--- src/rtl/fetch_unit.sv ---
// Instruction-fetch front end: owns the PC and issues credit-limited in-order imem requests.
// It buffers responses for decode and drops stale in-flight responses after a redirect.
module fetch_unit #(
  parameter logic [31:0] RESET_PC  = 32'h0000_0000,
  parameter int          BUF_DEPTH = 2
) (
  input  logic        clk,
  input  logic        rst_n,
  output logic        imem_req_valid,
  input  logic        imem_req_ready,
  output logic [31:0] imem_req_addr,
  input  logic        imem_resp_valid,
  input  logic [31:0] imem_resp_data,
  input  logic        redirect_valid,
  input  logic [31:0] redirect_pc,
  output logic        if_valid,
  input  logic        if_ready,
  output logic [31:0] if_instr,
  output logic [31:0] if_pc
);

  localparam int PW = (BUF_DEPTH > 1) ? $clog2(BUF_DEPTH) : 1;
  localparam int CW = PW + 1;
  localparam logic [CW:0] DEPTH_C = (CW + 1)'(BUF_DEPTH);

  typedef enum logic [0:0] {
    ST_FETCH = 1'b0,
    ST_FLUSH = 1'b1
  } state_e;

  state_e          state_q, state_d;
  logic [31:0]     fetch_pc_q, fetch_pc_d;
  logic [31:0]     resp_pc_q, resp_pc_d;
  logic [CW-1:0]   outst_q, outst_d;
  logic [CW-1:0]   drop_q, drop_d;
  logic [CW-1:0]   cnt_q, cnt_d;
  logic [PW-1:0]   head_q, head_d;
  logic [PW-1:0]   tail_q, tail_d;
  logic            req_valid_q, req_valid_d;
  logic [31:0]     buf_pc_q    [BUF_DEPTH];
  logic [31:0]     buf_instr_q [BUF_DEPTH];

  logic            req_fire_s;
  logic            resp_fire_s;
  logic            push_s;
  logic            pop_s;
  logic [31:0]     target_s;

  // A response with nothing outstanding is a protocol error and is ignored outright.
  assign req_fire_s  = req_valid_q & imem_req_ready;
  assign resp_fire_s = imem_resp_valid & (outst_q != '0);
  assign push_s      = resp_fire_s & (drop_q == '0) & ~redirect_valid;
  assign pop_s       = (cnt_q != '0) & if_ready & ~redirect_valid;
  assign target_s    = redirect_pc & 32'hFFFF_FFFC;

  // Next-state computation for PCs, counters, buffer pointers and FSM.
  always_comb begin
    state_d     = state_q;
    fetch_pc_d  = fetch_pc_q;
    resp_pc_d   = resp_pc_q;
    outst_d     = outst_q;
    drop_d      = drop_q;
    cnt_d       = cnt_q;
    head_d      = head_q;
    tail_d      = tail_q;
    req_valid_d = 1'b0;

    if (req_fire_s) begin
      fetch_pc_d = fetch_pc_q + 32'd4;
    end else begin
      fetch_pc_d = fetch_pc_q;
    end

    case ({req_fire_s, resp_fire_s})
      2'b10:   outst_d = outst_q + CW'(1);
      2'b01:   outst_d = outst_q - CW'(1);
      default: outst_d = outst_q;
    endcase

    if (resp_fire_s && (drop_q != '0)) begin
      drop_d = drop_q - CW'(1);
    end else begin
      drop_d = drop_q;
    end

    if (push_s) begin
      resp_pc_d = resp_pc_q + 32'd4;
      tail_d    = tail_q + PW'(1);
    end else begin
      resp_pc_d = resp_pc_q;
      tail_d    = tail_q;
    end

    if (pop_s) begin
      head_d = head_q + PW'(1);
    end else begin
      head_d = head_q;
    end

    case ({push_s, pop_s})
      2'b10:   cnt_d = cnt_q + CW'(1);
      2'b01:   cnt_d = cnt_q - CW'(1);
      default: cnt_d = cnt_q;
    endcase

    case (state_q)
      ST_FETCH: state_d = ST_FETCH;
      ST_FLUSH: begin
        if (drop_q == '0) begin
          state_d = ST_FETCH;
        end else begin
          state_d = ST_FLUSH;
        end
      end
      default:  state_d = ST_FETCH;
    endcase

    // Everything still in flight after this cycle, including a same-cycle accept, is stale.
    if (redirect_valid) begin
      fetch_pc_d = target_s;
      resp_pc_d  = target_s;
      drop_d     = outst_d;
      cnt_d      = '0;
      head_d     = '0;
      tail_d     = '0;
      if (outst_d != '0) begin
        state_d = ST_FLUSH;
      end else begin
        state_d = ST_FETCH;
      end
    end else begin
      drop_d = drop_d;
    end

    // Registered request valid, derived from next-cycle credit so it is already correct when seen.
    if ((state_d == ST_FETCH) && (({1'b0, outst_d} + {1'b0, cnt_d}) < DEPTH_C)) begin
      req_valid_d = 1'b1;
    end else begin
      req_valid_d = 1'b0;
    end
  end

  // Control and PC state registers.
  always_ff @(posedge clk or negedge rst_n) begin
    if (!rst_n) begin
      state_q     <= ST_FETCH;
      fetch_pc_q  <= RESET_PC;
      resp_pc_q   <= RESET_PC;
      outst_q     <= '0;
      drop_q      <= '0;
      cnt_q       <= '0;
      head_q      <= '0;
      tail_q      <= '0;
      req_valid_q <= 1'b0;
    end else begin
      state_q     <= state_d;
      fetch_pc_q  <= fetch_pc_d;
      resp_pc_q   <= resp_pc_d;
      outst_q     <= outst_d;
      drop_q      <= drop_d;
      cnt_q       <= cnt_d;
      head_q      <= head_d;
      tail_q      <= tail_d;
      req_valid_q <= req_valid_d;
    end
  end

  // Instruction buffer storage; entries clear on reset so the head reads as zero.
  always_ff @(posedge clk or negedge rst_n) begin
    if (!rst_n) begin
      for (int i = 0; i < BUF_DEPTH; i++) begin
        buf_pc_q[i]    <= 32'd0;
        buf_instr_q[i] <= 32'd0;
      end
    end else if (push_s) begin
      buf_pc_q[tail_q]    <= resp_pc_q;
      buf_instr_q[tail_q] <= imem_resp_data;
    end
  end

  assign imem_req_valid = req_valid_q;
  assign imem_req_addr  = fetch_pc_q;
  assign if_valid       = (cnt_q != '0);
  assign if_instr       = buf_instr_q[head_q];
  assign if_pc          = buf_pc_q[head_q];

endmodule
--- config.mk ---
export PLATFORM = sky130hd
export DESIGN_NAME = fetch_unit
export DESIGN_NICKNAME = d
export VERILOG_FILES = /design/src/rtl/fetch_unit.sv
export SDC_FILE = /design/constraint.sdc
export NUM_CORES = 1
export LEC_CHECK = 0
export ABC_AREA = 1
export BUFFER_PORTS_ARGS = -buffer_cell sky130_fd_sc_hd__buf_2
export CAP_MARGIN = 0
export CORE_AREA = 2 2 180 182
export CTS_BUF_LIST = sky130_fd_sc_hd__clkbuf_2 sky130_fd_sc_hd__clkbuf_4 sky130_fd_sc_hd__clkbuf_8
export DETAILED_ROUTE_END_ITERATION = 10
export DIE_AREA = 0 0 182 184
export SYNTH_ARGS = -nofsm -noshare
export SYNTH_HDL_FRONTEND = slang
export SYNTH_SLANG_ARGS = --single-unit
--- constraint.sdc ---
create_clock -name clk -period 5.33 [get_ports clk]
set_clock_uncertainty 0.15 [all_clocks]
set_input_delay 0.7995 -clock clk [delete_from_list [all_inputs] [get_ports clk]]
set_output_delay 0.7995 -clock clk [all_outputs]
set_load 0.01 [all_outputs]
; ---- Word-level counts from Yosys, hierarchy flattened
; Cells that the tools add are included.
[totals]
regBits = 202
input_bits = 70
output_inout_bits = 98
[classes]
addsub = 10
magnitude_cmp = 4
eq_ne = 4
mux = 28
bitwise_logic = 11
n_reduce_logical = 12
[ops]
columns = operator, count
row1 = two-way mux 32 bit, 11
row2 = bitwise mux 64 bit, 2
row3 = "adder 32 x 3 -> 32 bit, second input constant", 2
row4 = demux 32 bit (select 1 bit), 1
row5 = nonzero test 2 bit, 8
row6 = two-way mux 1 bit, 8
row7 = case mux 2 bit (2 select lines), 2
row8 = AND 1 bit, 6
row9 = two-way mux 2 bit, 3
row10 = "subtractor 2 x 1 -> 2 bit, second input constant", 3
row11 = "adder 2 x 1 -> 2 bit, second input constant", 2
row12 = "== test 2 x 1 -> 1 bit, second input constant", 2
row13 = "== test 2 bit, second input constant", 2
row14 = ">= comparator 2 bit, second input constant", 2
row15 = NOT 1 -> 2 bit, 2
row16 = adder 2 x 2 -> 3 bit, 1
row17 = logical AND 1 bit, 3
row18 = "< comparator 3 x 2 -> 1 bit, second input constant", 1
row19 = NOT 1 bit, 3
row20 = "adder 1 bit, second input constant", 2
row21 = zero test 2 bit, 1
row22 = "< comparator 2 x 1 -> 1 bit, second input constant", 1
row23 = case mux 1 bit (2 select lines), 1

; ---- Depth between registers and ports, before layout
[logic_depth]
word_depth = 11
mapped_depth = 14
depth_no_buf = 14

; ---- Least setup slack after synthesis
; OpenSTA, ideal clock, no wires.
[synth_path]
path_type = input to register
from = in redirect_valid
to = reg req_valid_q, in the netlist imem_req_valid
setup_time_ns = 0.071
arrival_time_ns = 2.998
required_time_ns = 5.109
slack_ns = 2.111
stages = 12
path_cell_list = buf_2 > clkbuf_1 > nor2_1 > ha_1 > inv_1 > o21ai_0 > a21oi_1 > o21ai_0 > a21oi_1 > fa_1 > or2_2 > nor2_1
[synth_between]
elab_chain_cells = 9
elab_cells_between_ends = 13
classes_between = add/sub (1) / order compare (1) / eq/ne (2) / mux (4) / bitwise (4) / reduce/logical (1)
[synth_rtl]
columns = element, line
row1 = "start, declared", 14  ; input logic redirect_valid,
row2 = NOT 1 bit, "52, 53"
row3 = "AND 1 bit, on equally long branches", "53, 52"
row4 = == test 2 x 1 -> 1 bit or == test 2 bit (tied branches), 100  ; case ({push_s, pop_s})
row5 = case mux 2 bit (2 select lines), 100
row6 = two-way mux 2 bit (*), 119  ; if (redirect_valid) begin
row7 = via cnt_d[1], 36  ; logic [CW-1:0] cnt_q, cnt_d;
row8 = adder 2 x 2 -> 3 bit (*), 136  ; if ((state_d == ST_FETCH) && (({1'b0, outst_d} + {1'b0, cnt_d}) < DEPTH_C)) begin
row9 = < comparator 3 x 2 -> 1 bit (*), 136
row10 = logical AND 1 bit (*), 136
row11 = two-way mux 1 bit (*), 136
row12 = via req_valid_d, 39  ; logic req_valid_q, req_valid_d;
row13 = "end signal, assigned", 164  ; req_valid_q <= req_valid_d;
row14 = "end, declared", 39
; Mark *: on every way through the listed nets, which the timed path passes. The rest lies on a longest branch.
; A chain may end at the register's enable or synchronous reset.

; ---- Final worst setup path
[layout_path]
from = reg drop_q[0]
to = reg req_valid_q, in the netlist imem_req_valid
[layout_between]
elab_chain_cells = 10
elab_cells_between_ends = 15
classes_between = add/sub (1) / order compare (1) / eq/ne (2) / mux (6) / bitwise (3) / reduce/logical (2)
[layout_rtl]
columns = element, line
row1 = "start, declared", 35  ; logic [CW-1:0] drop_q, drop_d;
row2 = "start signal, assigned", 160  ; drop_q <= drop_d;
row3 = zero test 2 bit (*), 52  ; assign push_s = resp_fire_s & (drop_q == '0) & ~redirect_valid;
row4 = AND 1 bit (*) (2 in series), 52
row5 = == test 2 x 1 -> 1 bit or == test 2 bit (tied branches), 100
row6 = case mux 2 bit (2 select lines) (*), 100
row7 = two-way mux 2 bit (*), 119
row8 = via cnt_d[1], 36
row9 = adder 2 x 2 -> 3 bit (*), 136
row10 = < comparator 3 x 2 -> 1 bit (*), 136
row11 = logical AND 1 bit (*), 136
row12 = two-way mux 1 bit (*), 136
row13 = via req_valid_d, 39
; Marked as above.

==> flow_metrics.py <==
metrics = {
    "finish": {
        "layout_commonest_cell": "nand2_1",
        "fin_util_pct": 36.6,
        "layout-drive-gt1-share_pct": 15.3,
        "finalNetCount": 1549,
        "final_cell_area_um2": 11500,
        "mostFrequentLayoutCells": "526 x nand2_1, 193 x dfrtp_1, 160 x buf_2",
        "stdcell_count": 1888,
        "n_fill_cell": 3357,
        "diodes": 0,
        "syn_to_final_growth_pct": 15.1,
    },
    "sta": {
        "hold_violations": 0,
        "tns_ns": 0,
        "finalCritPeriodShare_pct": 61.9,
        "setup_viol_count_final": 0,
        "slew_violations": 0,
        "final.min_clock_period_ns": 3.30,
        "worst_slew_pin_slew_ns": 1.03,
        "rsz0062_at_grt": "false",
        "max_clock_freq_ghz": 0.303,
        "maxSlewHeadroom_pct": 31.5,
    },
    "power_and_ir_drop": {
        "p_clk_share_pct": 19.8,
        "power_density_nw_per_um2": 431,
        "power.share.switching_pct": 40.3,
        "power_frac_comb_pct": 34.3,
        "ir_drop_mv": 0.183,
        "p_leak_nw": 5.96,
        "p_int_mw": 2.96,
        "power.share.sequential_pct": 46.0,
        "power_switching_mw": 2.00,
    },
    "worst_setup_path": {
        "path_max_fanout": 17,
        "r2r_start": "drop_q[0]",
        "required_ns": 5.60,
        "crit_top_cell": "inv_1",
        "cp-startpoint": "drop_q[0]",
        "cpPeakStageDelay_ns": 0.45,
        "end_kind": "flip-flop",
        "critPathSlowestCell": "fa_1",
        "start_kind": "flip-flop",
        "path_cells": "inv_1 -> ha_1 -> nand2_4 -> nor2_8 -> inv_1 -> ha_1 -> inv_1 -> o21ai_0 -> a21oi_1 -> o21ai_0 -> a21oi_1 -> fa_1 -> or2_2 -> nor2_1",
        "worst-setup-path-type": "flip-flop to flip-flop",
        "worst-endpoint-arrival_ns": 3.57,
    },
    "synth": {
        "ys_ff_latch": 194,
        "ys_seq_area_share_pct": 48.6,
        "yosys.area.top_type": "dfrtp_1",
        "synthCells": 1334,
        "yosysTopAreaCellShare_pct": 48.6,
        "avgSynthCellArea_um2": 7.49,
        "syn_area_um2": 9990,
        "yosys.cell_types.count": 39,
        "synth_area_leaders": "dfrtp_1 49%, nand2_1 20%, inv_1 4.9%",
        "ys.warnings.count": 0,
        "synth_edf_count": 0,
        "postSynth.asyncResetShare_pct": 100,
        "ys.flop_type": "dfrtp_1",
    },
    "cts": {
        "htreeDepth": 4,
        "cts_resized": 0,
        "clk_latency_ns": 0.47,
        "cts_buffers": 17,
        "cts_setup_buffers": 0,
        "cts_tree": "done",
        "clock_sinks": 194,
        "hold_buffers": 0,
        "clkTransAtPathRegs_ns": 0.12,
        "clockRootBuffer": "clkbuf_8",
        "clock_path_buffers": 2,
    },
    "min_path": {
        "min_path_type": "primary input to async pin",
    },
    "placement": {
        "dpl.cell_count": 1856,
        "gp_congestion": 0.907,
        "dpl_cell_area_um2": 11100,
        "portBuffers": 161,
        "dp_hpwl_um": 19500,
    },
    "detailed_routing": {
        "ant_nets": 0,
        "via_per_inst": 4.78,
        "drtIter0Drc": 695,
        "post-route-drc-count": 0,
        "drt_wl_total_um": 27800,
        "wl_per_cell_um": 14.7,
        "drtPass1Iterations": 5,
        "via_count": 9031,
    },
    "floorplanning": {
        "die_area_um2": 33500,
        "row_count": 65,
        "pin_count": 168,
        "core_area_um2": 31400,
        "initial_core_util_pct": 31.8,
        "die_w_um": 182,
        "die_h_um": 184,
    },
    "grt": {
        "grt_overflow": 0,
        "grt_pass1_vias": 8314,
        "grt_pass1_wl_um": 44700,
        "antenna_found_initial": 0,
        "grt_max_degree": 121,
        "grtUsageTotal_pct": 16.8,
    },
    "status": {
        "status": "completed",
    },
    "flow_run": {
        "cap_violations": 0,
    },
}
-- path summary, 6_finish.rpt --
check,to,slack [ns],depth (start not counted)
worst max-delay path,imem_req_valid,2.03,14
worst min-delay path,buf_instr_q[62],0.24,1
worst max register to register,imem_req_valid,2.03,14
worst min register to register,buf_instr_q[14],0.34,2
max in group asynchronous,head_q,3.48,2
min in group clk,buf_instr_q[14],0.34,2
-- worst max-delay path: cells and delay by family (launching register included) --
kind	cells	cell delay, ns
buffers and inverters	3	0.36
DFF	1	0.37
adders and majority gates	3	0.99
AOI/OAI and AO/OA	4	0.56
and+or+nand+nor	4	0.81
-- synthesized netlist by cell type, types with 4 or more instances --
cell	count
clkbuf_1	28
o211ai_1	15
nand2_1	526
a21oi_1	22
nand4_1	8
xor2_1	16
dfrtp_1	194
nor2_1	79
nand3_1	65
o21bai_1	7
ha_1	5
buf_4	6
buf_6	11
o21ai_0	69
o221ai_1	4
nor3_1	8
buf_2	9
inv_1	131
o21ai_1	91
-- cell families after synthesis --
group	count (synthesis)	synth area share, %
AOI/OAI and AO/OA	220	12.1
and+or+nand+nor	704	28.5
other	1	0.0376
buffers and inverters	190	8.31
adders and majority gates	6	0.827
DFF	194	48.6
xor gates and xnor gates	19	1.67
-- metal layers --
layer,GRT usage (%),part of all wire [%],routed length [um]
met1,25.7,50,13900
met2,24.8,42,11700
met3,2.67,6.8,1880
met4,3.81,1.1,316
met5,0,0,0
-- through the flow --
step	hold WS [ns]	worst slack (ns)	power, mW
detailed placement	0.317	1.62	4.01
global route	0.307	1.73	5.36
global placement	0.315	1.64	3.96
CTS	0.324	2.00	5.00
finish	0.244	2.03	4.95
floorplan	0.303	2.11	3.35
-- final cells by class --
class,instances,area (um2),share of cell area [%]
flip-flops and latches,194,4860,42.3
multi-input cells,953,4320,37.6
repair buffers,174,912,7.94
well taps,402,503,4.38
inverters,133,499,4.34
clock buffers,18,241,2.10
clock inverters,14,160,1.39
-- state kept, by name, summed over array words and instances, names as in the netlist --
name and cells:
buf_instr_q 64, buf_pc_q 60, imem_req_addr 30, resp_pc_q 30
cnt_q 2, drop_q 2, outst_q 2, head_q 1
imem_req_valid 1, state_q 1, tail_q 1
-- power groups by stage --
stage	sequential [mW]	clock, mW	combinational, mW
CTS	2.27	1.01	1.72
floorplan	2.24	0	1.11
global placement	2.28	0	1.68
detailed placement	2.30	0	1.71
finish	2.28	0.979	1.70
global route	2.34	1.07	1.95
No activity file was read; power rests on OpenSTA's default activity.
